[src/rtl/prng_sponge.sv]
// rtl/prng_sponge.sv - duplex-sponge DRBG over a 200-bit state driving an external permutation core
//
// Purpose:
//   Keeps a persistent 200-bit sponge state. Seeds are absorbed into the top RATE
//   bits (init zeroes the state first, reseed XORs into it). Generate requests
//   squeeze gen_nblk RATE-bit blocks, one permutation per block. Each request ends
//   with a refresh permutation so earlier output cannot be recomputed from the state.
//   The permutation itself lives outside this block behind a start/done handshake.
//
// Ports:
//   clk, rst_b                      clock, asynchronous active-low reset
//   seed_valid/seed_ready           seed handshake; seed_mode 1 = reseed, 0 = init
//   seed_data[RATE]                 seed, byte k lands on state[199-8k -: 8]
//   gen_req, gen_nblk[CNT_W]        single-cycle generate request and block count
//   gen_err                         one-cycle pulse when a request is refused
//   out_valid/out_ready/out_last    output block handshake, last marks final block
//   out_data[RATE]                  state[199 -: RATE]
//   perm_start/perm_state[200]      start pulse and input to the permutation core
//   perm_done/perm_result[200]      result-valid pulse and output from the core
//   seeded, reseed_req, busy        status

module prng_sponge #(
  parameter int RATE    = 96,
  parameter int CNT_W   = 8,
  parameter int MAX_BLK = 1024,
  parameter int BLK_W   = 16
) (
  input  logic             clk,
  input  logic             rst_b,
  input  logic             seed_valid,
  input  logic             seed_mode,
  input  logic [RATE-1:0]  seed_data,
  output logic             seed_ready,
  input  logic             gen_req,
  input  logic [CNT_W-1:0] gen_nblk,
  output logic             gen_err,
  output logic             out_valid,
  output logic [RATE-1:0]  out_data,
  output logic             out_last,
  input  logic             out_ready,
  output logic             perm_start,
  output logic [199:0]     perm_state,
  input  logic             perm_done,
  input  logic [199:0]     perm_result,
  output logic             seeded,
  output logic             reseed_req,
  output logic             busy
);

  typedef enum logic [2:0] {
    S_IDLE,
    S_ABS_PERM,
    S_SQ_PERM,
    S_SQ_OUT,
    S_FIN_PERM
  } fsm_t;

  localparam logic [BLK_W-1:0] BLK_SAT = {BLK_W{1'b1}};

  fsm_t             fsm_q, fsm_d;
  logic [199:0]     state_q, state_d;
  logic [BLK_W-1:0] blk_cnt_q, blk_cnt_d;
  logic [CNT_W-1:0] remaining_q, remaining_d;
  logic             seeded_q, seeded_d;
  logic             perm_start_q, perm_start_d;
  logic             gen_err_q, gen_err_d;
  // Holds seed_ready low while reset is asserted and for the first cycle after,
  // so every output reads 0 during reset.
  logic             live_q, live_d;

  logic [199:0]     seed_map;

  // Seed byte k goes to the k-th byte from the top of the state.
  always_comb begin
    seed_map = '0;
    for (int k = 0; k < RATE / 8; k++) begin
      seed_map[199-8*k -: 8] = seed_data[8*k +: 8];
    end
  end

  assign reseed_req = (blk_cnt_q >= BLK_W'(MAX_BLK));

  always_comb begin
    fsm_d        = fsm_q;
    state_d      = state_q;
    blk_cnt_d    = blk_cnt_q;
    remaining_d  = remaining_q;
    seeded_d     = seeded_q;
    perm_start_d = 1'b0;
    gen_err_d    = 1'b0;
    live_d       = 1'b1;

    case (fsm_q)
      S_IDLE: begin
        // A seed takes priority; a simultaneous gen_req is silently dropped.
        if (seed_valid && live_q) begin
          state_d      = (seed_mode ? state_q : 200'd0) ^ seed_map;
          blk_cnt_d    = '0;
          seeded_d     = 1'b1;
          perm_start_d = 1'b1;
          fsm_d        = S_ABS_PERM;
        end else if (gen_req) begin
          if ((gen_nblk == '0) || !seeded_q || reseed_req) begin
            gen_err_d = 1'b1;
          end else begin
            remaining_d  = gen_nblk;
            perm_start_d = 1'b1;
            fsm_d        = S_SQ_PERM;
          end
        end
      end
      S_ABS_PERM: begin
        if (perm_done) begin
          state_d = perm_result;
          fsm_d   = S_IDLE;
        end
      end
      S_SQ_PERM: begin
        if (perm_done) begin
          state_d = perm_result;
          fsm_d   = S_SQ_OUT;
        end
      end
      S_SQ_OUT: begin
        if (out_ready) begin
          if (blk_cnt_q != BLK_SAT) begin
            blk_cnt_d = blk_cnt_q + BLK_W'(1);
          end
          remaining_d  = remaining_q - CNT_W'(1);
          perm_start_d = 1'b1;
          // The last block is followed by a refresh permutation before IDLE.
          fsm_d        = (remaining_q > CNT_W'(1)) ? S_SQ_PERM : S_FIN_PERM;
        end
      end
      S_FIN_PERM: begin
        if (perm_done) begin
          state_d = perm_result;
          fsm_d   = S_IDLE;
        end
      end
      default: fsm_d = S_IDLE;
    endcase
  end

  always_ff @(posedge clk or negedge rst_b) begin
    if (!rst_b) begin
      fsm_q        <= S_IDLE;
      state_q      <= '0;
      blk_cnt_q    <= '0;
      remaining_q  <= '0;
      seeded_q     <= 1'b0;
      perm_start_q <= 1'b0;
      gen_err_q    <= 1'b0;
      live_q       <= 1'b0;
    end else begin
      fsm_q        <= fsm_d;
      state_q      <= state_d;
      blk_cnt_q    <= blk_cnt_d;
      remaining_q  <= remaining_d;
      seeded_q     <= seeded_d;
      perm_start_q <= perm_start_d;
      gen_err_q    <= gen_err_d;
      live_q       <= live_d;
    end
  end

  assign seed_ready = (fsm_q == S_IDLE) && live_q;
  assign busy       = (fsm_q != S_IDLE);
  assign out_valid  = (fsm_q == S_SQ_OUT);
  assign out_data   = state_q[199 -: RATE];
  assign out_last   = out_valid && (remaining_q == CNT_W'(1));
  assign perm_start = perm_start_q;
  assign perm_state = state_q;
  assign gen_err    = gen_err_q;
  assign seeded     = seeded_q;

endmodule

[config.mk]
export PLATFORM = sky130hd
export DESIGN_NAME = prng_sponge
export DESIGN_NICKNAME = d
export VERILOG_FILES = /design/src/rtl/prng_sponge.sv
export SDC_FILE = /design/constraint.sdc
export NUM_CORES = 1
export LEC_CHECK = 0
export BUFFER_PORTS_ARGS = -buffer_cell sky130_fd_sc_hd__clkbuf_2
export CORE_AREA = 2 2 241 243
export DETAILED_ROUTE_END_ITERATION = 12
export DIE_AREA = 0 0 243 245
export PLACE_DENSITY = 0.49
export SYNTH_ARGS = -nofsm -noshare
export SYNTH_HDL_FRONTEND = slang
export SYNTH_SLANG_ARGS = --single-unit
[constraint.sdc]
create_clock -name clk -period 3.5 [get_ports clk]
set_input_delay 0.35 -clock clk [delete_from_list [all_inputs] [get_ports clk]]
set_output_delay 0.35 -clock clk [all_outputs]
set_load 0.005 [all_outputs]
### Word level (Yosys, flattened, before mapping)

Index checks and enable logic that the tools add are counted.

| storage, ports and cells | value |
|---|---|
| input bits | 311 |
| flip-flop bits (word level) | 231 |
| output and inout bits | 304 |
| word-level logic and storage cells | 78 |

| operators by class | value |
|---|---|
| bitwise operators | 1 |
| equal/unequal tests | 17 |
| reduce and logical (&&, ||, !) cells | 18 |
| order comparisons | 2 |
| multiplexer cells | 30 |
| add/subtract/negate cells | 2 |

Operators by type and width:

| cell | number |
|---|---|
| 2-to-1 mux 200 bit | 3 |
| one-hot mux 200 bit (2 select lines) | 1 |
| XOR 200 bit | 1 |
| 2-to-1 mux 16 bit | 3 |
| 2-to-1 mux 8 bit | 4 |
| one-hot mux 16 bit (2 select lines) | 1 |
| 2-to-1 mux 3 bit | 7 |
| adder 16 x 1 -> 16 bit, second input constant | 1 |
| >= comparator 16 x 11 -> 1 bit, second input constant | 1 |
| inequality test 16 bit, second input constant | 1 |
| one-hot mux 8 bit (2 select lines) | 1 |
| one-hot mux 3 bit (4 select lines) | 1 |
| inequality test 2 bit, second input constant | 5 |
| AND reduction 5 bit | 2 |
| == test 8 x 1 -> 1 bit, second input constant | 1 |
| > comparator 8 x 1 -> 1 bit, second input constant | 1 |
| logical NOT 8 bit | 1 |
| 2-to-1 mux 1 bit | 8 |
| inequality test 2 x 1 -> 1 bit, second input constant | 4 |
| subtractor 8 x 1 -> 8 bit, second input constant | 1 |
| == test 3 x 2 -> 1 bit, second input constant | 2 |
| inequality test 3 bit, second input constant | 2 |
| AND reduction 4 bit | 1 |
| nonzero test 2 bit | 2 |
| 12 further kinds | 15 |

### Depth between registers and ports, before layout

| logic depth | value |
|---|---|
| depth in word-level cells | 7 |
| depth in mapped cells | 8 |
| depth with buffers taken out | 6 |

### Worst setup path after synthesis

Ideal clock, no wire load.

| path | value |
|---|---|
| path kind | flip-flop to flip-flop |
| start point | register fsm_q[2] |
| end point | register state_q[21], in the netlist perm_state[21] |
| data arrival time | 1.664 ns |
| library setup time | 0.121 ns |
| buffers on the path | 3 |
| stages on the path, launching flop included | 9 |
| slack | 1.715 ns |
| path through | dfrtp_1 > buf_4 > a21oi_1 > a221oi_2 > a31oi_2 > nor2_2 > buf_4 > buf_4 > a22o_1 |

| between the ends | value |
|---|---|
| word-level cells in the longest chain between the ends | 4 |
| elaborated cells on any way between the ends | 10 |

Ends and longest elaborated chain:

| what | line | text |
|---|---|---|
| start: declaration | 60 | `fsm_t fsm_q, fsm_d;` |
| start signal: assignment | 156 | `fsm_q <= fsm_d;` |
| == test 3 bit (tied with other cells) | 93 | `case (fsm_q)` |
| OR reduction 3 bit (no source line) | n/a |  |
| inequality test 2 x 1 -> 1 bit (no source line) / nonzero test 2 bit (equally long branches) | n/a |  |
| AND reduction 3 bit (no source line) | n/a |  |
| end signal: assignment | 157 | `state_q <= state_d;` |
| end: declaration | 61 | `logic [199:0] state_q, state_d;` |

Parallel ways exist; a longest one is shown, timed or not.
A chain may end at the register's enable or synchronous reset.

### Worst setup path after layout

| path | value |
|---|---|
| start point | register fsm_q[0] |
| end point | output port out_last |

| between the ends | value |
|---|---|
| word-level cells in the longest chain between the ends | 2 |

Ends and longest elaborated chain:

| what | line | text |
|---|---|---|
| == test 3 x 2 -> 1 bit | 169 | `assign out_valid = (fsm_q == S_SQ_OUT);` |
| logical AND 1 bit | 171 | `assign out_last = out_valid && (remaining_q == CNT_W'(1));` |
| end: declaration | 39 | `output logic out_last,` |

No other way between the ends.

==> flow_summary.json <==
{
  "power_density_nw_per_um2": 889,
  "hold_viol_final": 0,
  "drv_cap": 0,
  "critical-path-max-stage-delay_ns": 0.64,
  "post_synth.cell_area_avg_um2": 8.95,
  "start_util_pct": 21.9,
  "grt_util_met3_pct": 2.97,
  "skew_ns": 0.0132,
  "globalRouteMet2Util_pct": 24.4,
  "cts-resized-gates": 0,
  "period_share_pct": 81.0,
  "crit_buf_inv": 2,
  "cts_tree": "done",
  "cp.arrival_ns": 2.49,
  "yosysWarnings": 0,
  "regToRegStartpoint": "fsm_q[1]",
  "drcViolationCount": 0,
  "dr.pass1.iters": 4,
  "netlist_top_cells_area": "dfrtp_1 46%, o21ai_0 8.1%, a22o_1 7.3%, o22a_1 6.7%, nor2_1 6.3%",
  "core_um2": 57000,
  "insertion_delay_ns": 0.57,
  "grt_pass1_vias": 11853,
  "fin_util_pct": 31.0,
  "finalWeightedCongestion": 0.849,
  "min_from": "perm_result[21]",
  "reg2reg_depth": 6,
  "power_mw": 15.7,
  "async_reset_ff_share_pct": 100,
  "reg2reg_setup_slack_ns": 1.01,
  "rows": 88,
  "clk_pin_slew_ns": 0.06,
  "htreeDepth": 1,
  "multi_input_comb_area_um2": 5400,
  "fmax_mhz": 353,
  "crit_path_start_kind": "flip-flop",
  "worstSetupPathType": "flip-flop to output pin",
  "cts-root-buf": "clkbuf_16",
  "ctsHoldBuffers": 102,
  "fill_cells": 6013,
  "fin_crit_ns": 2.84,
  "worst_path_max_delay_cell": "dfrtp_1",
  "cp.required_ns": 3.15,
  "grt_pass1_wl_um": 66300,
  "use_met1_pct": 16.8,
  "crit_family": "simple AND/OR/NAND/NOR gates",
  "ys_seq_area_share_pct": 46.4,
  "final_cells": 2763,
  "synthesis.area_um2": 12500,
  "synth_edf_count": 0,
  "finalSetupTns_ns": 0,
  "seqCellArea_um2": 5780,
  "p_leak_nw": 8.62,
  "dieArea_um2": 59500,
  "outcome": "completed",
  "die_w_um": 243,
  "antenna_left": 0,
  "grtUsageTotal_pct": 13.8,
  "place.port_buffers": 614,
  "fp.dieH_um": 245,
  "cts.sinks": 231,
  "dpl.hpwl_um": 31500,
  "cts_setup_buffers": 0,
  "rr_endpoint": "perm_state[53]",
  "via_per_inst": 4.46,
  "synthCells": 1392,
  "grt_remaining_overflow": 0,
  "cts_buffer_depth": 3,
  "slew_violations": 0,
  "routed_wl_um": 43600,
  "worstHoldPathCells": 2,
  "rsz0062_at_grt": "false",
  "worst_hold_path_type": "primary input to flip-flop",
  "wl_per_cell_um": 15.8,
  "path_cells": "nor2b_1, nand2_1, inv_1, and3_1, clkbuf_2",
  "synth_flop_cell": "dfrtp_1",
  "peakVddDrop_v": 0.000370,
  "io_pins": 615,
  "cp-end-kind": "output pin",
  "layout.nets": 2289,
  "finalSetupViolations": 0,
  "numCtsBuffers": 29,
  "dp_cells": 2606,
  "synth-seq-cells": 231,
  "yosysTopAreaCellShare_pct": 46.4,
  "vias": 12320,
  "slew_headroom_pct": 42.1,
  "grt_max_degree": 112,
  "drive_gt1_share_pct": 35.5,
  "yosysUniqueCellTypes": 52,
  "syn-num-nets": 1707,
  "min_delay_worst_endpoint": "perm_state[21]",
  "initialDrtViolationCount": 426,
  "yosysTopAreaCell": "dfrtp_1",
  "worst_pin_slew_ns": 0.868,
  "critPathLaunch": "fsm_q[0]",
  "antenna_found_initial": 2,
  "area_growth_pct": 42.0,
  "busiest_layer": "met2",
  "critPathMaxFanout": 13
}
-- metrics by stage --
stage	hold slack [ns]	area (um2)	worst slack (ns)
floorplan	0.0544	12500	1.72
global route	0.0141	17700	0.528
CTS	0.00336	17700	0.626
global placement	0.369	15600	1.10
detailed placement	0.372	15600	1.02
finish	0.0424	17700	0.664
-- cells in the mapped netlist, types with 12 or more instances --
cell type,count
dfrtp_1,231
nand2_1,122
a22o_1,104
buf_2,48
nand3_1,106
nor2_1,209
o21ai_0,201
a21oi_1,25
buf_4,102
o22a_1,96
buf_6,12
clkbuf_1,31
-- layout by cell type (no fill, tap or decap), types with 5 or more instances in the layout --
master / Yosys / final
clkbuf_2: 0 / 612
buf_12: 0 / 10
clkbuf_8: 0 / 8
dfrtp_1: 231 / 231
or3_1: 5 / 5
a21oi_1: 25 / 25
clkbuf_1: 31 / 7
inv_1: 9 / 9
o22a_1: 96 / 96
xor2_1: 7 / 7
bufinv_16: 0 / 5
o21ai_0: 201 / 201
nand3_1: 106 / 106
o21ai_1: 9 / 9
or4_1: 5 / 5
nor3_1: 7 / 7
dlygate4sd3_1: 0 / 102
nor2_1: 209 / 209
nand2_1: 122 / 122
nand4_1: 6 / 6
buf_4: 102 / 24
clkbuf_16: 0 / 29
a22o_1: 104 / 104
-- area by class of cell --
cell class	instances	area share (%)
Clock buffer	44	4.87
Multi-Input combinational cell	954	30.5
Inverter	9	0.191
Timing Repair Buffer	749	25.3
Clock inverter	9	1.02
Antenna cell	2	0.0283
Sequential cell	231	32.7
Tap cell	765	5.41
-- per-layer routing --
layer	routed length (um)	up-vias	share of wire [%]
met3	2600	67	6.0
li1	-	6037	-
met4	1100	2	2.5
met5	13	-	0.030
met1	17900	5807	41
met2	22000	407	50
-- state kept, by name, indices dropped and copies added, names as in the netlist --
register,cells
perm_state,200
blk_cnt_q,16
remaining_q,8
fsm_q,3
gen_err,1
live_q,1
perm_start,1
seeded,1
-- worst reg2reg max path, cell delays in order, from the launching register on --
cell	delay (ns)
dfrtp_1	0.69
a21oi_1	0.12
a221oi_2	0.34
a31oi_4	0.10
nor2_4	0.63
buf_12	0.31
a22o_1	0.22
-- worst max path at each step --
| stage | depth (start not counted) | slack (ns) | end |
|---|---|---|---|
| final | 5 | 0.66 | out_last |
| after global routing | 5 | 0.53 | out_last |
| after CTS | 5 | 0.63 | out_last |
| after detailed placement | 6 | 1.02 | perm_state[87] |
| after global placement | 6 | 1.10 | perm_state[198] |
| after floorplan | 8 | 1.72 | perm_state[21] |
-- report_power, final --
part | switching (mW) | internal (mW)
combinational | 3.85 | 3.53
sequential | 1.18 | 3.88
clock | 1.22 | 2.06
total | 6.25 | 9.47
-- cells by family (layout without fill, tap and decap cells) --
kind of cell / after synthesis / in the layout / share of synthesized area (%)
AO/OA/AOI/OAI: 455 / 455 / 25.0
XOR/XNOR: 9 / 9 / 0.633
adder cells (fa/ha/maj): 4 / 4 / 0.402
buffers and inverters: 207 / 811 / 10.5
flip-flops: 231 / 231 / 46.4
multiplexers: 2 / 2 / 0.161
other: 1 / 3 / 0.0301
AND/OR/NAND/NOR: 483 / 483 / 16.9
Power figures use the tool's default switching activity.
